**config.mk**
```make
export PLATFORM = sky130hd
export DESIGN_NAME = block_emitter_flat
export DESIGN_NICKNAME = d
export VERILOG_FILES = /design/src/rtl/block_emitter_pkg.sv /design/src/rtl/block_emitter_if.sv /design/src/rtl/block_emitter_depth_counter.sv /design/src/rtl/block_emitter.sv /design/src/flat_wrapper.sv
export SDC_FILE = /design/constraint.sdc
export NUM_CORES = 1
export LEC_CHECK = 0
export BUFFER_PORTS_ARGS = -buffer_cell sky130_fd_sc_hd__buf_2
export CAP_MARGIN = 20
export CORE_MARGIN = 5
export CORE_UTILIZATION = 54
export CTS_CLUSTER_SIZE = 40
export DETAILED_ROUTE_END_ITERATION = 10
export HOLD_SLACK_MARGIN = 0.05
export PLACE_DENSITY = 0.78
export REMOVE_ABC_BUFFERS = 1
export SETUP_SLACK_MARGIN = 0.5
export SLEW_MARGIN = 30
export SYNTH_ARGS = -nofsm -noshare
export SYNTH_HDL_FRONTEND = slang
export SYNTH_SLANG_ARGS = --single-unit
export TNS_END_PERCENT = 50
```
**constraint.sdc**
```tcl
create_clock -name clk -period 2.45 [get_ports clk]
set_clock_uncertainty 0.05 [all_clocks]
set_input_delay 0.3675 -clock clk [delete_from_list [all_inputs] [get_ports clk]]
set_output_delay 0.3675 -clock clk [all_outputs]
set_load 0.05 [all_outputs]
```
**src/rtl/block_emitter_pkg.sv**
```systemverilog
// Shared constants for the block keyword emitter: ASCII codes, op codes and FSM state encoding.
package block_pkg;

    localparam logic [7:0] CH_SP    = 8'h20;
    localparam logic [7:0] CH_B     = 8'h62;
    localparam logic [7:0] CH_E     = 8'h65;
    localparam logic [7:0] CH_G     = 8'h67;
    localparam logic [7:0] CH_I     = 8'h69;
    localparam logic [7:0] CH_N     = 8'h6E;
    localparam logic [7:0] CH_D     = 8'h64;
    localparam logic [7:0] CASE_OFS = 8'h20;

    localparam logic OP_BEGIN = 1'b0;
    localparam logic OP_END   = 1'b1;

    typedef enum logic [3:0] {
        ST_IDLE = 4'd0,
        ST_B_B  = 4'd1,
        ST_B_E  = 4'd2,
        ST_B_G  = 4'd3,
        ST_B_I  = 4'd4,
        ST_B_N  = 4'd5,
        ST_E_E  = 4'd6,
        ST_E_N  = 4'd7,
        ST_E_D  = 4'd8,
        ST_SP   = 4'd9
    } state_t;

    // Lowercase letter carried by each state; IDLE and SP both show a space.
    function automatic logic [7:0] state_letter(input state_t s);
        logic [7:0] c;
        c = CH_SP;
        case (s)
            ST_B_B:  c = CH_B;
            ST_B_E:  c = CH_E;
            ST_B_G:  c = CH_G;
            ST_B_I:  c = CH_I;
            ST_B_N:  c = CH_N;
            ST_E_E:  c = CH_E;
            ST_E_N:  c = CH_N;
            ST_E_D:  c = CH_D;
            default: c = CH_SP;
        endcase
        return c;
    endfunction

endpackage

```
**src/rtl/block_emitter_if.sv**
```systemverilog
// Command handshake, character stream and nesting status of the block emitter.
interface block_emitter_if #(
    parameter int DEPTH_W = 8
);
    logic               cmd_valid;
    logic               cmd_op;
    logic               cmd_upper;
    logic               cmd_ready;
    logic [7:0]         out_char;
    logic               out_valid;
    logic [DEPTH_W-1:0] depth;
    logic               balanced;
    logic               err_underflow;
    logic               err_overflow;

    modport master (
        output cmd_valid, cmd_op, cmd_upper,
        input  cmd_ready, out_char, out_valid, depth, balanced, err_underflow, err_overflow
    );

    modport slave (
        input  cmd_valid, cmd_op, cmd_upper,
        output cmd_ready, out_char, out_valid, depth, balanced, err_underflow, err_overflow
    );
endinterface

```
**src/rtl/block_emitter_depth_counter.sv**
```systemverilog
// Saturating nesting-depth counter with sticky overflow/underflow flags.
module block_depth_counter #(
    parameter int DEPTH_W = 8
) (
    input  logic               clk,
    input  logic               reset,
    input  logic               i_en,
    input  logic               i_inc,
    input  logic               i_dec,
    output logic [DEPTH_W-1:0] o_count,
    output logic               o_overflow,
    output logic               o_underflow
);
    localparam logic [DEPTH_W-1:0] MAX_COUNT = '1;

    logic [DEPTH_W-1:0] r_count;
    logic               r_overflow;
    logic               r_underflow;

    // At a limit the count holds and only the matching flag is raised.
    always_ff @(posedge clk) begin
        if (reset) begin
            r_count     <= '0;
            r_overflow  <= 1'b0;
            r_underflow <= 1'b0;
        end else if (i_en) begin
            if (i_inc) begin
                if (r_count == MAX_COUNT) r_overflow <= 1'b1;
                else                      r_count    <= r_count + 1'b1;
            end else if (i_dec) begin
                if (r_count == '0) r_underflow <= 1'b1;
                else               r_count     <= r_count - 1'b1;
            end
        end
    end

    assign o_count     = r_count;
    assign o_overflow  = r_overflow;
    assign o_underflow = r_underflow;

endmodule

```
**src/rtl/block_emitter.sv**
```systemverilog
// Emits "begin "/"end " one character per clock from a command handshake and
// tracks the nesting verdict a downstream block checker will reach.
module block_emitter
    import block_pkg::*;
#(
    parameter int DEPTH_W = 8
) (
    input  logic           clk,
    input  logic           reset,
    block_emitter_if.slave bus
);
    state_t             r_state;
    state_t             w_state_next;
    logic               r_op;
    logic               r_upper;
    logic               w_ready;
    logic               w_accept;
    logic               w_out_valid;
    logic [7:0]         w_letter;
    logic               w_cnt_en;
    logic [DEPTH_W-1:0] w_depth;
    logic               w_overflow;
    logic               w_underflow;

    assign w_accept = bus.cmd_valid && w_ready;

    always_ff @(posedge clk) begin
        if (reset) r_state <= ST_IDLE;
        else       r_state <= w_state_next;
    end

    always_comb begin
        w_state_next = r_state;
        w_ready      = 1'b0;
        w_out_valid  = 1'b1;
        case (r_state)
            ST_IDLE: begin
                w_ready     = 1'b1;
                w_out_valid = 1'b0;
                if (w_accept) w_state_next = (bus.cmd_op == OP_END) ? ST_E_E : ST_B_B;
            end
            ST_B_B: w_state_next = ST_B_E;
            ST_B_E: w_state_next = ST_B_G;
            ST_B_G: w_state_next = ST_B_I;
            ST_B_I: w_state_next = ST_B_N;
            ST_B_N: w_state_next = ST_SP;
            ST_E_E: w_state_next = ST_E_N;
            ST_E_N: w_state_next = ST_E_D;
            ST_E_D: w_state_next = ST_SP;
            ST_SP: begin
                // A command waiting here starts its word with no idle gap.
                w_ready = 1'b1;
                if (w_accept) w_state_next = (bus.cmd_op == OP_END) ? ST_E_E : ST_B_B;
                else          w_state_next = ST_IDLE;
            end
            default: begin
                w_out_valid  = 1'b0;
                w_state_next = ST_IDLE;
            end
        endcase
    end

    always_ff @(posedge clk) begin
        if (reset) begin
            r_op    <= OP_BEGIN;
            r_upper <= 1'b0;
        end else if (w_accept) begin
            r_op    <= bus.cmd_op;
            r_upper <= bus.cmd_upper;
        end
    end

    assign w_letter = state_letter(r_state);

    // The counter sees the op of the word ending now; a new op latched on
    // the same edge only affects the next word.
    assign w_cnt_en = (r_state == ST_SP);

    block_depth_counter #(
        .DEPTH_W (DEPTH_W)
    ) u_depth (
        .clk         (clk),
        .reset       (reset),
        .i_en        (w_cnt_en),
        .i_inc       (r_op == OP_BEGIN),
        .i_dec       (r_op == OP_END),
        .o_count     (w_depth),
        .o_overflow  (w_overflow),
        .o_underflow (w_underflow)
    );

    assign bus.cmd_ready     = w_ready;
    assign bus.out_valid     = w_out_valid;
    assign bus.out_char      = (r_upper && (w_letter != CH_SP)) ? (w_letter - CASE_OFS) : w_letter;
    assign bus.depth         = w_depth;
    assign bus.balanced      = (w_depth == '0) && !w_underflow;
    assign bus.err_underflow = w_underflow;
    assign bus.err_overflow  = w_overflow;

endmodule

```
**src/flat_wrapper.sv**
```systemverilog
// flat-port wrapper written by rule: the top's interface ports become plain ports
module block_emitter_flat import block_pkg::*;
#(
    parameter int DEPTH_W = 8
)
  (clk, reset, bus_cmd_valid, bus_cmd_op, bus_cmd_upper, bus_cmd_ready, bus_out_char, bus_out_valid, bus_depth, bus_balanced, bus_err_underflow, bus_err_overflow);
  block_emitter_if #(.DEPTH_W(DEPTH_W)) bus_i ();
  input  logic clk;
  input  logic reset;
  input wire logic [$bits(bus_i.cmd_valid)-1:0] bus_cmd_valid;
  input wire logic [$bits(bus_i.cmd_op)-1:0] bus_cmd_op;
  input wire logic [$bits(bus_i.cmd_upper)-1:0] bus_cmd_upper;
  output wire logic [$bits(bus_i.cmd_ready)-1:0] bus_cmd_ready;
  output wire logic [$bits(bus_i.out_char)-1:0] bus_out_char;
  output wire logic [$bits(bus_i.out_valid)-1:0] bus_out_valid;
  output wire logic [$bits(bus_i.depth)-1:0] bus_depth;
  output wire logic [$bits(bus_i.balanced)-1:0] bus_balanced;
  output wire logic [$bits(bus_i.err_underflow)-1:0] bus_err_underflow;
  output wire logic [$bits(bus_i.err_overflow)-1:0] bus_err_overflow;
  assign bus_i.cmd_valid = bus_cmd_valid;
  assign bus_i.cmd_op = bus_cmd_op;
  assign bus_i.cmd_upper = bus_cmd_upper;
  assign bus_cmd_ready = bus_i.cmd_ready;
  assign bus_out_char = bus_i.out_char;
  assign bus_out_valid = bus_i.out_valid;
  assign bus_depth = bus_i.depth;
  assign bus_balanced = bus_i.balanced;
  assign bus_err_underflow = bus_i.err_underflow;
  assign bus_err_overflow = bus_i.err_overflow;
  block_emitter #(.DEPTH_W(DEPTH_W)) u_core (.clk(clk), .reset(reset), .bus(bus_i));
endmodule
```
==> flow_metrics.env, run 1 <==
export IMPL_numCtsBuffers=3
export IMPL_yosys_warnings=0
export IMPL_final_util_pct=68.60
export IMPL_synthMuxAreaShare_pct=2.202
export IMPL_antennaDiodeCount=0
export IMPL_htree_levels=1
export IMPL_antenna_found_initial=0
export IMPL_synth_seq_cells=21
export IMPL_fp_dieArea_um2=3631
export IMPL_area_delta_synth_final_pct=23.49
export IMPL_synth_distinct_cells=54
export IMPL_vdd_ir_drop_max_uv=846.3
export IMPL_path_cells="or4_4 -> and2_4 -> buf_6"
export IMPL_wirelength_mm=3.460
export IMPL_synth_cells=156
export IMPL_start_util_pct=55.56
export IMPL_netlist_area_um2=1364
export IMPL_grtUsageTotal_pct=20.22
export IMPL_cts_sinks=21
export IMPL_via_per_inst=5.852
export IMPL_grt_pass1_vias=1205
export IMPL_async_reset_ff_share_pct=0
export IMPL_whs_ns=0.2559
export IMPL_p_per_area_nw_per_um2=945.7
export IMPL_status="finished, final reports clean"
export IMPL_drtIter0Drc=63
export IMPL_finalWeightedCongestion=0.8792
export IMPL_dp_slack_ns=0.3484
export IMPL_min_path_type="in -> reg"
export IMPL_multi_input_area_um2=929.6
export IMPL_setup_worst_path_class="reg -> out"
export IMPL_nFillCells=200
export IMPL_crit_fanout=7
export IMPL_synth_adder_area_share_pct=6.972
export IMPL_hold_viol=0
export IMPL_period_share_pct=79.56
export IMPL_setup_worst_path_start_class="flop"
export IMPL_crit_start="u_core.r_state[1]$_SDFFE_PP0N_"
export IMPL_rsz0062_at_grt="yes"
export IMPL_cpPeakStageDelay_ns=0.53
export IMPL_finalSetupViolations=0
export IMPL_synth_xor_area_share_pct=3.211
export IMPL_path_buf_inv=1
export IMPL_clock_root_buffer="clkbuf_4"
export IMPL_drv_cap=0
export IMPL_coreArea_um2=2455
export IMPL_overflow=0
export IMPL_numPortBuffers=23
export IMPL_fmax_ghz=0.5130
export IMPL_vias=1264
export IMPL_ant_nets=0
export IMPL_routedWlPerCell_um=16.02
export IMPL_clock_latency_ns=0.31
export IMPL_pin_count=26
export IMPL_cts_clk_slew_worst_paths_ns=0.12
export IMPL_dp_hpwl_mm=2.402
export IMPL_fin_ws_ns=0.5007
export IMPL_regArea_um2=447.9
export IMPL_cp_slowest_cell="or4_4"
export IMPL_drc=0
export IMPL_setup_worst_path_end_class="primary output"
export IMPL_firstDrtPassIters=4
export IMPL_cp_required_ns=2.03
export IMPL_cts_tree="yes"
export IMPL_die_h_um=60.26
export IMPL_final_min_clock_period_ns=1.949
export IMPL_synth_top_family_by_area="simple AND/OR/NAND/NOR gates"
export IMPL_die_x_um=60.26
export IMPL_r2r_start="u_core.u_depth.o_count[0]$_SDFFE_PP0P_"
export IMPL_syn_avg_cell_area_um2=8.742
export IMPL_grt_pass1_wl_mm=5.540
export IMPL_slew_viol_final=0
export IMPL_drive_above_1_share_pct=37.63
export IMPL_layout_commonest_cell="buf_2"
export IMPL_clockBufferDepth=2
export IMPL_synth_edf_count=0
export IMPL_num_rows=18
export IMPL_synth_simple_gate_area_share_pct=27.25
export IMPL_nets=199
export IMPL_synth_compound_area_share_pct=23.39
export IMPL_hold_path_startpoint="bus_cmd_upper"
export IMPL_synth_flop_cell="dfxtp_1"
export IMPL_final_cell_mix="buf_2, nor2_1, a21oi_1, nand2_1, buf_4"
export IMPL_yosysSeqAreaShare_pct=30.83
export IMPL_fin_tns_setup_ns=0
export IMPL_leakage_nw=0.7130
export IMPL_arrival_ns=1.53
export IMPL_grt_max_degree=16
export IMPL_cp_top_family="simple AND/OR/NAND/NOR gates"
stage by stage:
stage	total power, mW	instances	cell area, um^2
2_1_floorplan	1.090	149	1318
3_3_place_gp	1.220	202	1470
3_5_place_dp	1.251	202	1470
4_1_cts	1.428	208	1568
5_1_grt	1.680	216	1684
6_report	1.593	216	1684
worst register-to-register path: stages (launching register included):
cell,delay (ns)
dfxtp_2,0.42
inv_1,0.11
fa_1,0.47
nor2b_1,0.17
o31a_1,0.16
o21a_1,0.13
nor3_1,0.04
o41ai_1,0.27
metal layers:
layer  track usage, %  up-vias  share of wire, %
met5                0        -                 0
met4            8.228        0               1.5
met1            25.19      595                40
li1                 -      628                 -
met2            35.65       35                54
met3            1.296        6               4.1
report_power, final:
| part | switching, mW | internal (mW) | total, mW |
|---|---|---|---|
| clock network | 0.113 | 0.0609 | 0.174 |
| logic | 0.539 | 0.372 | 0.911 |
| registers | 0.0884 | 0.419 | 0.508 |
cells in the mapped netlist (all sizes together), types with 3 or more instances:
cell / instances / area share, %
o211ai: 3 / 3.0
dfxtp: 21 / 31
buf: 7 / 3.4
o21a: 5 / 2.8
mux2i: 3 / 2.2
nor2b: 4 / 1.8
nand2: 10 / 2.8
nor4: 3 / 1.4
nor2: 13 / 3.6
o21ai: 9 / 3.6
nand2b: 5 / 2.3
ha: 6 / 5.5
xnor2: 3 / 1.9
nor3: 4 / 1.8
or4: 3 / 1.9
inv: 8 / 2.2
a21oi: 11 / 4.3
nand3: 5 / 1.8
and2: 3 / 1.4
a31oi: 3 / 2.5
final timing paths:
| check | end | slack, ns | depth (start not counted) |
|---|---|---|---|
| worst min register to register | u_core.r_upper$_SDFFE_PP0P_ | 0.43 | 2 |
| worst max-delay path | bus_out_valid | 0.50 | 3 |
| worst min-delay path | u_core.r_upper$_SDFFE_PP0P_ | 0.26 | 3 |
| worst max register to register | u_core.u_depth.o_count[6]$_SDFFE_PP0P_ | 0.53 | 7 |
timing repair:
item                                    in CTS  in global routing
resized for setup                           18                 21
buffers inserted                             2                  8
pin swaps                                    3                  3
hold buffers                                 0                  0
endpoints found under the setup margin       7                  9
kinds of logic (layout without fill, tap and decap cells):
group / Yosys count / after routing
xor gates and xnor gates: 5 / 5
adders and majority gates: 7 / 7
muxes: 3 / 3
and+or+nand+nor: 61 / 61
buffers and inverters: 16 / 45
DFF: 21 / 21
AOI/OAI and AO/OA: 42 / 42
other: 1 / 2
registers in the layout (all words and copies together) (netlist names):
register / flops
u_core.r_upper: 1
u_core.u_depth.o_count: 8
u_core.r_state: 4
u_core.w_letter: 5
u_core.u_depth.o_underflow: 1
u_core.u_depth.o_overflow: 1
u_core.r_op: 1
final cells by class:
| class | instances | share of cell area (%) |
|---|---|---|
| multi-input cells | 120 | 55.20 |
| clock inverters | 1 | 0.2972 |
| inverters | 8 | 1.783 |
| repair buffers | 33 | 12.56 |
| well taps | 30 | 2.229 |
| flip-flops and latches | 21 | 26.60 |
| clock buffers | 3 | 1.337 |
(Power assumes the default switching activity.)
==> run 2, diff against run 1 <==
==> constraint.sdc (replaced) <==
create_clock -name clk -period 1.9 [get_ports clk]
set_clock_uncertainty 0.05 [all_clocks]
set_input_delay 0.285 -clock clk [delete_from_list [all_inputs] [get_ports clk]]
set_output_delay 0.285 -clock clk [all_outputs]
set_load 0.05 [all_outputs]
==> flow_metrics.env, run 2 (same netlist as run 1, synthesis figures left out) <==
export IMPL_vdd_ir_drop_max_uv=1083
export IMPL_finalSetupViolations=0
export IMPL_fin_tns_setup_ns=0
export IMPL_cts_clk_slew_worst_paths_ns=0.11
export IMPL_die_h_um=60.26
export IMPL_drc=0
export IMPL_r2r_end="u_core.u_depth.o_count[6]$_SDFFE_PP0P_"
export IMPL_antennaDiodeCount=0
export IMPL_cts_sinks=21
export IMPL_cts_tree="yes"
export IMPL_r2r_start="u_core.r_op$_SDFFE_PP0P_"
export IMPL_rsz0062_at_grt="yes"
export IMPL_dp_slack_ns=-0.04149
export IMPL_slew_viol_final=0
export IMPL_nFillCells=166
export IMPL_routedWlPerCell_um=17.91
export IMPL_r2r_cells=6
export IMPL_p_per_area_nw_per_um2=1163
export IMPL_wirelength_mm=4.065
export IMPL_leakage_nw=0.7863
export IMPL_die_x_um=60.26
export IMPL_setup_worst_path_class="reg -> out"
export IMPL_hold_viol=0
export IMPL_fp_dieArea_um2=3631
export IMPL_path_cells="nor4_4 -> and2_4 -> nor2b_4 -> buf_6"
export IMPL_final_util_pct=77.22
export IMPL_clock_latency_ns=0.31
export IMPL_largest_register_ffs=8
export IMPL_worst_slew_pin_slew_ns=0.4941
export IMPL_grt_pass1_vias=1323
export IMPL_place_inst=208
export IMPL_nets=210
export IMPL_arrival_ns=1.52
export IMPL_min_path_type="in -> reg"
export IMPL_crit_fanout=4
export IMPL_setup_worst_path_start_class="flop"
export IMPL_cp_slowest_cell="dfxtp_4"
export IMPL_start_util_pct=55.56
export IMPL_num_rows=18
export IMPL_grt_max_degree=16
export IMPL_status="finished, final reports clean"
export IMPL_finalWeightedCongestion=0.8876
export IMPL_drv_cap=0
export IMPL_antenna_found_initial=0
export IMPL_drtIter0Drc=75
export IMPL_hold_end="u_core.r_upper$_SDFFE_PP0P_"
export IMPL_layout_commonest_cell="buf_2"
export IMPL_ff2ff_setup_slack_ns=0.05
export IMPL_area_delta_synth_final_pct=38.99
export IMPL_period_share_pct=97.83
export IMPL_coreArea_um2=2455
export IMPL_vias=1372
export IMPL_numCtsBuffers=3
export IMPL_drive_above_1_share_pct=47.21
export IMPL_final_cell_mix="buf_2, buf_4, nor2_1"
export IMPL_cp_top_family="simple AND/OR/NAND/NOR gates"
export IMPL_final_min_clock_period_ns=1.859
export IMPL_numPortBuffers=23
export IMPL_overflow=0
export IMPL_cpPeakStageDelay_ns=0.40
export IMPL_hold_path_startpoint="bus_cmd_upper"
export IMPL_multi_input_area_um2=1039
export IMPL_ant_nets=0
export IMPL_cp_required_ns=1.56
export IMPL_setup_worst_path_end_class="primary output"
export IMPL_fmax_ghz=0.5380
export IMPL_firstDrtPassIters=4
export IMPL_clock_root_buffer="clkbuf_4"
export IMPL_path_buf_inv=1
export IMPL_dp_hpwl_mm=2.424
export IMPL_regArea_um2=447.9
export IMPL_clockBufferDepth=2
export IMPL_grt_pass1_wl_mm=5.934
export IMPL_via_per_inst=6.044
export IMPL_grtUsageTotal_pct=21.63
export IMPL_slew_headroom_pct=66.91
export IMPL_whs_path_depth=3
export IMPL_cts_hold_buf=0
export IMPL_final_cells=227
export IMPL_pin_count=26
export IMPL_fin_ws_ns=0.04132
export IMPL_htree_levels=1
[run 2: cell count changes in the layout (fill, tap and decap cells not counted), sizes merged]
cell | previous run | this run
buf | 32 | 44
clkbuf | 4 | 3
[run 2: area by class of cell]
class / count / area share [%]
clock buffers: 3 / 1.188
clock inverters: 1 / 0.2640
inverters: 8 / 1.584
multi-input cells: 120 / 54.79
flip-flops and latches: 21 / 23.63
well taps: 30 / 1.980
repair buffers: 44 / 16.57
[run 2: where the power goes]
part           leakage (nW)  internal (mW)  switching (mW)
registers             0.178          0.530          0.0756
logic                 0.590          0.573           0.808
clock network        0.0177         0.0785           0.139
[run 2: per-layer routing]
layer  routed length, um  vias up  share of wire (%)  GRT usage [%]
li1                    -      650                  -              -
met1                1685      672                 41          25.20
met2                2142       39                 53          39.20
met3                 126       11                3.1          2.376
met4                 111        0                2.7          9.494
met5                   0        -                  0              0
[run 2: worst reg2reg max path, stage by stage (launching register included)]
cell and delay, ns:
dfxtp_4 0.43, ha_4 0.23, nor2b_2 0.16, o31a_1 0.25, o21a_1 0.18, o21a_1 0.19
o41ai_2 0.26
[run 2: through the flow]
step           power (mW)  area, um^2  hold WS [ns]
6_report            2.205        1896        0.1769
5_1_grt             2.334        1896        0.1939
3_3_place_gp        1.610        1515        0.3963
4_1_cts             2.081        1759        0.1750
3_5_place_dp        1.635        1515        0.4037
2_1_floorplan       1.405        1318        0.3041
[run 2: worst max path at each step]
stage | end | depth (start not counted) | slack [ns] | from
floorplan | bus_out_char[5] | 2 | -0.55 | u_core.w_letter[1]$_SDFF_PP0_
global placement | u_core.u_depth.o_count[6]$_SDFFE_PP0P_ | 7 | 0.09 | u_core.u_depth.o_count[0]$_SDFFE_PP0P_
detailed placement | u_core.u_depth.o_count[6]$_SDFFE_PP0P_ | 4 | -0.04 | u_core.r_state[3]$_SDFFE_PP0N_
CTS | bus_out_valid | 3 | 0.07 | u_core.r_state[1]$_SDFFE_PP0N_
global route | u_core.u_depth.o_count[6]$_SDFFE_PP0P_ | 4 | -0.08 | u_core.r_state[3]$_SDFFE_PP0N_
finish | bus_balanced | 4 | 0.04 | u_core.u_depth.o_count[2]$_SDFFE_PP0P_
[run 2: what timing repair did]
item / in CTS / in global routing
gates resized for setup: 43 / 18
pin swaps: 10 / 7
endpoints found under the setup margin: 23 / 24
gates cloned: 1 / 0
buffers inserted: 7 / 7
